`src/rtl/call_return_unit.sv`:
```
// -----------------------------------------------------------------------------
// call_return_unit
//
// Purpose:
//   Sequences CALL / RET requests from decode against an external LIFO
//   (the hardware return stack) and hands the resulting next PC to fetch.
//   - CALL pushes the return address (pc+1) and redirects to call_target.
//   - RET pops the return address and redirects to it.
//   - Overflow and underflow are detected before the stack is touched. The
//     request is then redirected without any stack access, and a sticky
//     error flag is set.
//
// Configuration:
//   CALL_RETURN_TRAP_EN -- when defined, a stack fault redirects to
//   TRAP_VECTOR. When undefined (default), an overflowed CALL still goes to
//   call_target (its push is dropped), and an underflowed RET falls through
//   to pc+1.
//
// Parameters:
//   PC_WIDTH    width of PC values and of the stack data word
//   DEPTH       return-stack capacity in entries (must fit in 6 bits)
//   TRAP_VECTOR redirect address on a stack fault (trap build only)
//
// Ports:
//   clock, reset               rising-edge clock, async active-high reset
//   req_valid / req_ready      decode request handshake (ready only in IDLE)
//   is_call, is_ret            request kind
//   pc, call_target            requesting PC and CALL destination
//   resp_valid / resp_ready    next-PC response handshake to fetch
//   resp_pc                    next PC, held stable while resp_valid=1
//   stack_push, stack_pop      one-cycle strobes to the LIFO
//   stack_din                  return address being pushed
//   stack_dout                 LIFO pop data, valid the cycle after the pop edge
//   stack_full, stack_empty    LIFO status flags
//   depth                      entries currently held, 0..DEPTH
//   err_overflow/underflow     sticky fault flags, cleared only by reset
// -----------------------------------------------------------------------------
module call_return_unit #(
  parameter int unsigned          PC_WIDTH    = 32,
  parameter int unsigned          DEPTH       = 32,
  parameter logic [PC_WIDTH-1:0]  TRAP_VECTOR = 32'h0000_0000
) (
  input  logic                clock,
  input  logic                reset,
  input  logic                req_valid,
  output logic                req_ready,
  input  logic                is_call,
  input  logic                is_ret,
  input  logic [PC_WIDTH-1:0] pc,
  input  logic [PC_WIDTH-1:0] call_target,
  output logic                resp_valid,
  input  logic                resp_ready,
  output logic [PC_WIDTH-1:0] resp_pc,
  output logic                stack_push,
  output logic                stack_pop,
  output logic [PC_WIDTH-1:0] stack_din,
  input  logic [PC_WIDTH-1:0] stack_dout,
  input  logic                stack_full,
  input  logic                stack_empty,
  output logic [5:0]          depth,
  output logic                err_overflow,
  output logic                err_underflow
);

  typedef enum logic [2:0] {
    IDLE    = 3'd0,
    PUSH    = 3'd1,
    POP     = 3'd2,
    CAPTURE = 3'd3,
    RESP    = 3'd4,
    FAULT   = 3'd5
  } state_t;

  localparam logic [5:0]          DEPTH_MAX = 6'(DEPTH);
  localparam logic [PC_WIDTH-1:0] PC_ONE    = {{(PC_WIDTH-1){1'b0}}, 1'b1};

`ifdef CALL_RETURN_TRAP_EN
  localparam logic TRAP_EN = 1'b1;
`else
  localparam logic TRAP_EN = 1'b0;
`endif

  state_t              r_state;
  logic [PC_WIDTH-1:0] r_pc;
  logic [PC_WIDTH-1:0] r_target;
  logic                r_fault_call;   // 1: fault came from a CALL, 0: from a RET
  logic                r_req_ready;
  logic                r_resp_valid;
  logic [PC_WIDTH-1:0] r_resp_pc;
  logic                r_stack_push;
  logic                r_stack_pop;
  logic [PC_WIDTH-1:0] r_stack_din;
  logic [5:0]          r_depth;
  logic                r_err_overflow;
  logic                r_err_underflow;

  logic                w_call_only;
  logic                w_ret_only;
  logic                w_full;
  logic                w_empty;
  logic [PC_WIDTH-1:0] w_pc_inc;
  logic [PC_WIDTH-1:0] w_fault_pc;

  // Request decode. The block's own depth count is checked alongside the
  // LIFO flags, so a flag that disagrees with the count still faults safely.
  assign w_call_only = is_call & ~is_ret;
  assign w_ret_only  = is_ret & ~is_call;
  assign w_full      = stack_full | (r_depth == DEPTH_MAX);
  assign w_empty     = stack_empty | (r_depth == 6'd0);
  assign w_pc_inc    = pc + PC_ONE;
  assign w_fault_pc  = TRAP_EN ? TRAP_VECTOR
                     : (r_fault_call ? r_target : (r_pc + PC_ONE));

  // Control FSM with all outputs registered alongside the state.
  always_ff @(posedge clock or posedge reset) begin
    if (reset) begin
      r_state         <= IDLE;
      r_pc            <= '0;
      r_target        <= '0;
      r_fault_call    <= 1'b0;
      r_req_ready     <= 1'b1;
      r_resp_valid    <= 1'b0;
      r_resp_pc       <= '0;
      r_stack_push    <= 1'b0;
      r_stack_pop     <= 1'b0;
      r_stack_din     <= '0;
      r_depth         <= 6'd0;
      r_err_overflow  <= 1'b0;
      r_err_underflow <= 1'b0;
    end else begin
      case (r_state)
        IDLE: begin
          if (req_valid) begin
            r_pc        <= pc;
            r_target    <= call_target;
            r_req_ready <= 1'b0;
            if (w_call_only) begin
              if (w_full) begin
                r_err_overflow <= 1'b1;
                r_fault_call   <= 1'b1;
                r_state        <= FAULT;
              end else begin
                r_stack_push <= 1'b1;
                r_stack_din  <= w_pc_inc;
                r_state      <= PUSH;
              end
            end else if (w_ret_only) begin
              if (w_empty) begin
                r_err_underflow <= 1'b1;
                r_fault_call    <= 1'b0;
                r_state         <= FAULT;
              end else begin
                r_stack_pop <= 1'b1;
                r_state     <= POP;
              end
            end else begin
              // Ambiguous or empty request: fall through without stack access.
              r_resp_pc    <= w_pc_inc;
              r_resp_valid <= 1'b1;
              r_state      <= RESP;
            end
          end else begin
            r_state <= IDLE;
          end
        end

        PUSH: begin
          r_stack_push <= 1'b0;
          r_stack_din  <= '0;
          if (r_depth != DEPTH_MAX) begin
            r_depth <= r_depth + 6'd1;
          end else begin
            r_depth <= r_depth;
          end
          r_resp_pc    <= r_target;
          r_resp_valid <= 1'b1;
          r_state      <= RESP;
        end

        POP: begin
          r_stack_pop <= 1'b0;
          if (r_depth != 6'd0) begin
            r_depth <= r_depth - 6'd1;
          end else begin
            r_depth <= r_depth;
          end
          r_state <= CAPTURE;
        end

        CAPTURE: begin
          // The LIFO presents pop data one cycle after the pop edge.
          r_resp_pc    <= stack_dout;
          r_resp_valid <= 1'b1;
          r_state      <= RESP;
        end

        FAULT: begin
          r_resp_pc    <= w_fault_pc;
          r_resp_valid <= 1'b1;
          r_state      <= RESP;
        end

        RESP: begin
          if (resp_ready) begin
            r_resp_valid <= 1'b0;
            r_req_ready  <= 1'b1;
            r_state      <= IDLE;
          end else begin
            r_state <= RESP;
          end
        end

        default: begin
          r_state      <= IDLE;
          r_req_ready  <= 1'b1;
          r_resp_valid <= 1'b0;
          r_stack_push <= 1'b0;
          r_stack_pop  <= 1'b0;
          r_stack_din  <= '0;
        end
      endcase
    end
  end

  assign req_ready     = r_req_ready;
  assign resp_valid    = r_resp_valid;
  assign resp_pc       = r_resp_pc;
  assign stack_push    = r_stack_push;
  assign stack_pop     = r_stack_pop;
  assign stack_din     = r_stack_din;
  assign depth         = r_depth;
  assign err_overflow  = r_err_overflow;
  assign err_underflow = r_err_underflow;

endmodule

```
`config.mk`:
```
export PLATFORM = sky130hd
export DESIGN_NAME = call_return_unit
export DESIGN_NICKNAME = d
export VERILOG_FILES = /design/src/rtl/call_return_unit.sv
export SDC_FILE = /design/constraint.sdc
export NUM_CORES = 1
export LEC_CHECK = 0
export BUFFER_PORTS_ARGS = -buffer_cell sky130_fd_sc_hd__buf_2
export CAP_MARGIN = 20
export CORE_MARGIN = 2
export CORE_UTILIZATION = 35
export CTS_CLUSTER_SIZE = 40
export DETAILED_ROUTE_END_ITERATION = 10
export GPL_TIMING_DRIVEN = 0
export REMOVE_ABC_BUFFERS = 1
export SLEW_MARGIN = 20
export SYNTH_ARGS = -nofsm -noshare
export SYNTH_HDL_FRONTEND = slang
export SYNTH_SLANG_ARGS = --single-unit
```
`constraint.sdc`:
```
create_clock -name clock -period 9.95 [get_ports clock]
set_clock_uncertainty 0.2 [all_clocks]
set_input_delay 0.995 -clock clock [delete_from_list [all_inputs] [get_ports clock]]
set_output_delay 0.995 -clock clock [all_outputs]
set_load 0.02 [all_outputs]
```
==> flow_metrics.env <==
export IMPL_die_width_um=152
export IMPL_ys_seq_elements=144
export IMPL_yosysWarnings=0
export IMPL_syn_inst=911
export IMPL_layout_common_cells="270 x nand2_1, 180 x buf_2, 140 x dfrtp_1"
export IMPL_grt_pass1_vias=7118
export IMPL_fmax_ghz=0.234
export IMPL_rsz0062_at_grt="no"
export IMPL_ys_seq_area_frac=0.469
export IMPL_slew_violations=0
export IMPL_grt_pass1_wl_mm=40.7
export IMPL_cts_root_buffer="clkbuf_16"
export IMPL_gp_congestion=0.812
export IMPL_instances_no_fill=1365
export IMPL_wl_per_cell_um=19.4
export IMPL_die_h_um=152
export IMPL_path_class="flip-flop to flip-flop"
export IMPL_start_util=0.355
export IMPL_antenna_cells=0
export IMPL_area_delta_synth_final_pct=26.1
export IMPL_synth_edf_count=0
export IMPL_async_flop_share=1.00
export IMPL_pwr_share_comb=0.388
export IMPL_numCtsBuffers=17
export IMPL_required_ns=10.07
export IMPL_ios=180
export IMPL_clk_pin_slew_ns=0.07
export IMPL_vias=7219
export IMPL_drtIter0Drc=477
export IMPL_tightest_slew_ns=0.955
export IMPL_cp_top_family="simple AND/OR/NAND/NOR gates"
export IMPL_overflow=0
export IMPL_clk_latency_ns=0.43
export IMPL_cts_hold_buffers=0
export IMPL_stdcell_area_um2=9700
export IMPL_core_um2=21700
export IMPL_post_dp_hpwl_mm=18.4
export IMPL_synth_cell_types=57
export IMPL_syn_mean_instance_area_um2=8.45
export IMPL_drive_gt1_frac=0.230
export IMPL_post_cts_setup_buffers=0
export IMPL_max_cap_violations=0
export IMPL_dieArea_um2=23200
export IMPL_crit_chain="clkinv_1, nand2_1, nor2_1, ha_1, a21oi_1, o211ai_1, a21oi_1, xnor2_1, nand2_1, xnor2_1"
export IMPL_grtUsageTotal=0.226
export IMPL_period_needed_ns=4.27
export IMPL_drt_vias_per_instance=5.29
export IMPL_slew_limit_headroom=0.357
export IMPL_crit_fanout=25
export IMPL_p_int_mw=1.78
export IMPL_switching_share=0.418
export IMPL_p_leak_nw=4.52
export IMPL_layout_worst_path_cycle_share=0.429
export IMPL_final_common_cell="nand2_1"
export IMPL_hp_class="flip-flop to flip-flop"
export IMPL_drtPass1Iterations=8
export IMPL_place_area_um2=9020
export IMPL_cts_htree_levels=4
export IMPL_cp_slowest_cell="nand2_1"
export IMPL_drc=0
export IMPL_ir_drop_uv=128
export IMPL_hold_viol_final=0
export IMPL_clock_path_buffers=2
export IMPL_rows=54
export IMPL_nets=1185
export IMPL_clock_sinks=144
export IMPL_run_status="completed"
export IMPL_cts_tree="built"
export IMPL_finalSetupViolations=0
export IMPL_worstHoldPathCells=2
export IMPL_switchingPower_mw=1.27
export IMPL_reg2regPathDepth=10
export IMPL_cts_resized=0
export IMPL_setup_tns_ns=0
export IMPL_cpPeakStageDelay_ns=0.82
export IMPL_cp_start_kind="flip-flop"
export IMPL_synthFlopType="dfrtp_1"
export IMPL_antenna_left=0
export IMPL_critical_path_arrival_ns=4.39
export IMPL_dp_cells=1333
export IMPL_power_mw=3.05
export IMPL_critPathBufInv=1
export IMPL_synthesis_area_um2=7690
export IMPL_final_util=0.447
export IMPL_clkPwrFrac=0.246
export IMPL_antenna_found_initial=0
export IMPL_routed_wl_mm=26.4
export IMPL_path_depth=10
export IMPL_p_seq_frac=0.365
export IMPL_powerDensity_nw_per_um2=314
export IMPL_endpoint_kind="flip-flop"
export IMPL_port_buffers=179
export IMPL_grt_max_degree=74
[kinds of logic (layout without fill, tap and decap cells)]
logic type / after synthesis / after routing / synth area share
and+or+nand+nor: 421 / 421 / 0.240
AOI/OAI and AO/OA: 195 / 195 / 0.157
DFF: 144 / 144 / 0.469
buffers and inverters: 69 / 243 / 0.0340
xor gates and xnor gates: 65 / 65 / 0.0740
adders and majority gates: 9 / 9 / 0.0156
muxes: 8 / 8 / 0.0109
[final cells by class]
class	count	area [um^2]
clock buffers	20	447
clock inverters	12	230
fillers	2204	12000
inverters	22	90.1
multi-input cells	698	3880
flip-flops and latches	144	3610
well taps	280	350
repair buffers	189	1090
[per-layer routing]
layer | global-route usage | share of wire | vias up
li1 | - | - | 3453
met1 | 0.313 | 0.46 | 3515
met2 | 0.373 | 0.48 | 230
met3 | 0.0370 | 0.050 | 21
met4 | 0.0498 | 0.0095 | 0
met5 | 0 | 0 | -
[path summary, 6_finish.rpt]
check                                to         start  slack, ns
setup / recovery               depth[5]    r_state[2]       5.68
hold / removal             err_overflow  err_overflow       0.26
min in group asynchronous    stack_push         reset       0.42
max in group asynchronous     req_ready         reset       8.36
hold reg to reg            err_overflow  err_overflow       0.26
setup reg to reg               depth[5]    r_state[2]       5.68
[flip-flops by register name, summed over array words and instances (netlist names)]
register,count
stack_din,32
r_pc,32
depth,6
r_fault_call,1
resp_pc,32
stack_pop,1
req_ready,1
resp_valid,1
stack_push,1
r_state,3
err_overflow,1
r_target,32
err_underflow,1
[per-stage QoR]
stage,hold WS (ns),worst slack (ns)
finish,0.263,5.68
global route,0.291,5.52
CTS,0.265,5.14
detailed placement,0.248,5.15
global placement,0.249,2.85
floorplan,0.245,4.89
[worst register-to-register path, delay by kind of cell (launching register included)]
family	cells	cell delay, ns
and+or+nand+nor	3	1.20
DFF	1	0.81
buffers and inverters	1	0.78
AOI/OAI and AO/OA	3	0.53
xor gates and xnor gates	2	0.29
adders and majority gates	1	0.35
[cells in the mapped netlist, drive strengths merged, types with 14 or more instances]
library cell	instances	area share
nand4	22	0.021
clkbuf	41	0.020
nand3	23	0.015
dfrtp	143	0.47
inv	21	0.010
xnor2	37	0.042
a21oi	47	0.031
nand2	270	0.13
xor2	28	0.032
o211ai	18	0.018
nor2	61	0.030
o21ai	63	0.041
a211oi	14	0.014
[power groups by stage]
stage	sequential [mW]	combinational, mW	clock [mW]
3_5_place_dp	1.12	1.19	0
4_1_cts	1.11	1.20	0.763
6_report	1.11	1.18	0.751
2_1_floorplan	1.24	0.575	0
5_1_grt	1.15	1.31	0.787
3_3_place_gp	1.12	1.14	0
Note: power is estimated with default switching activity, not from simulation.
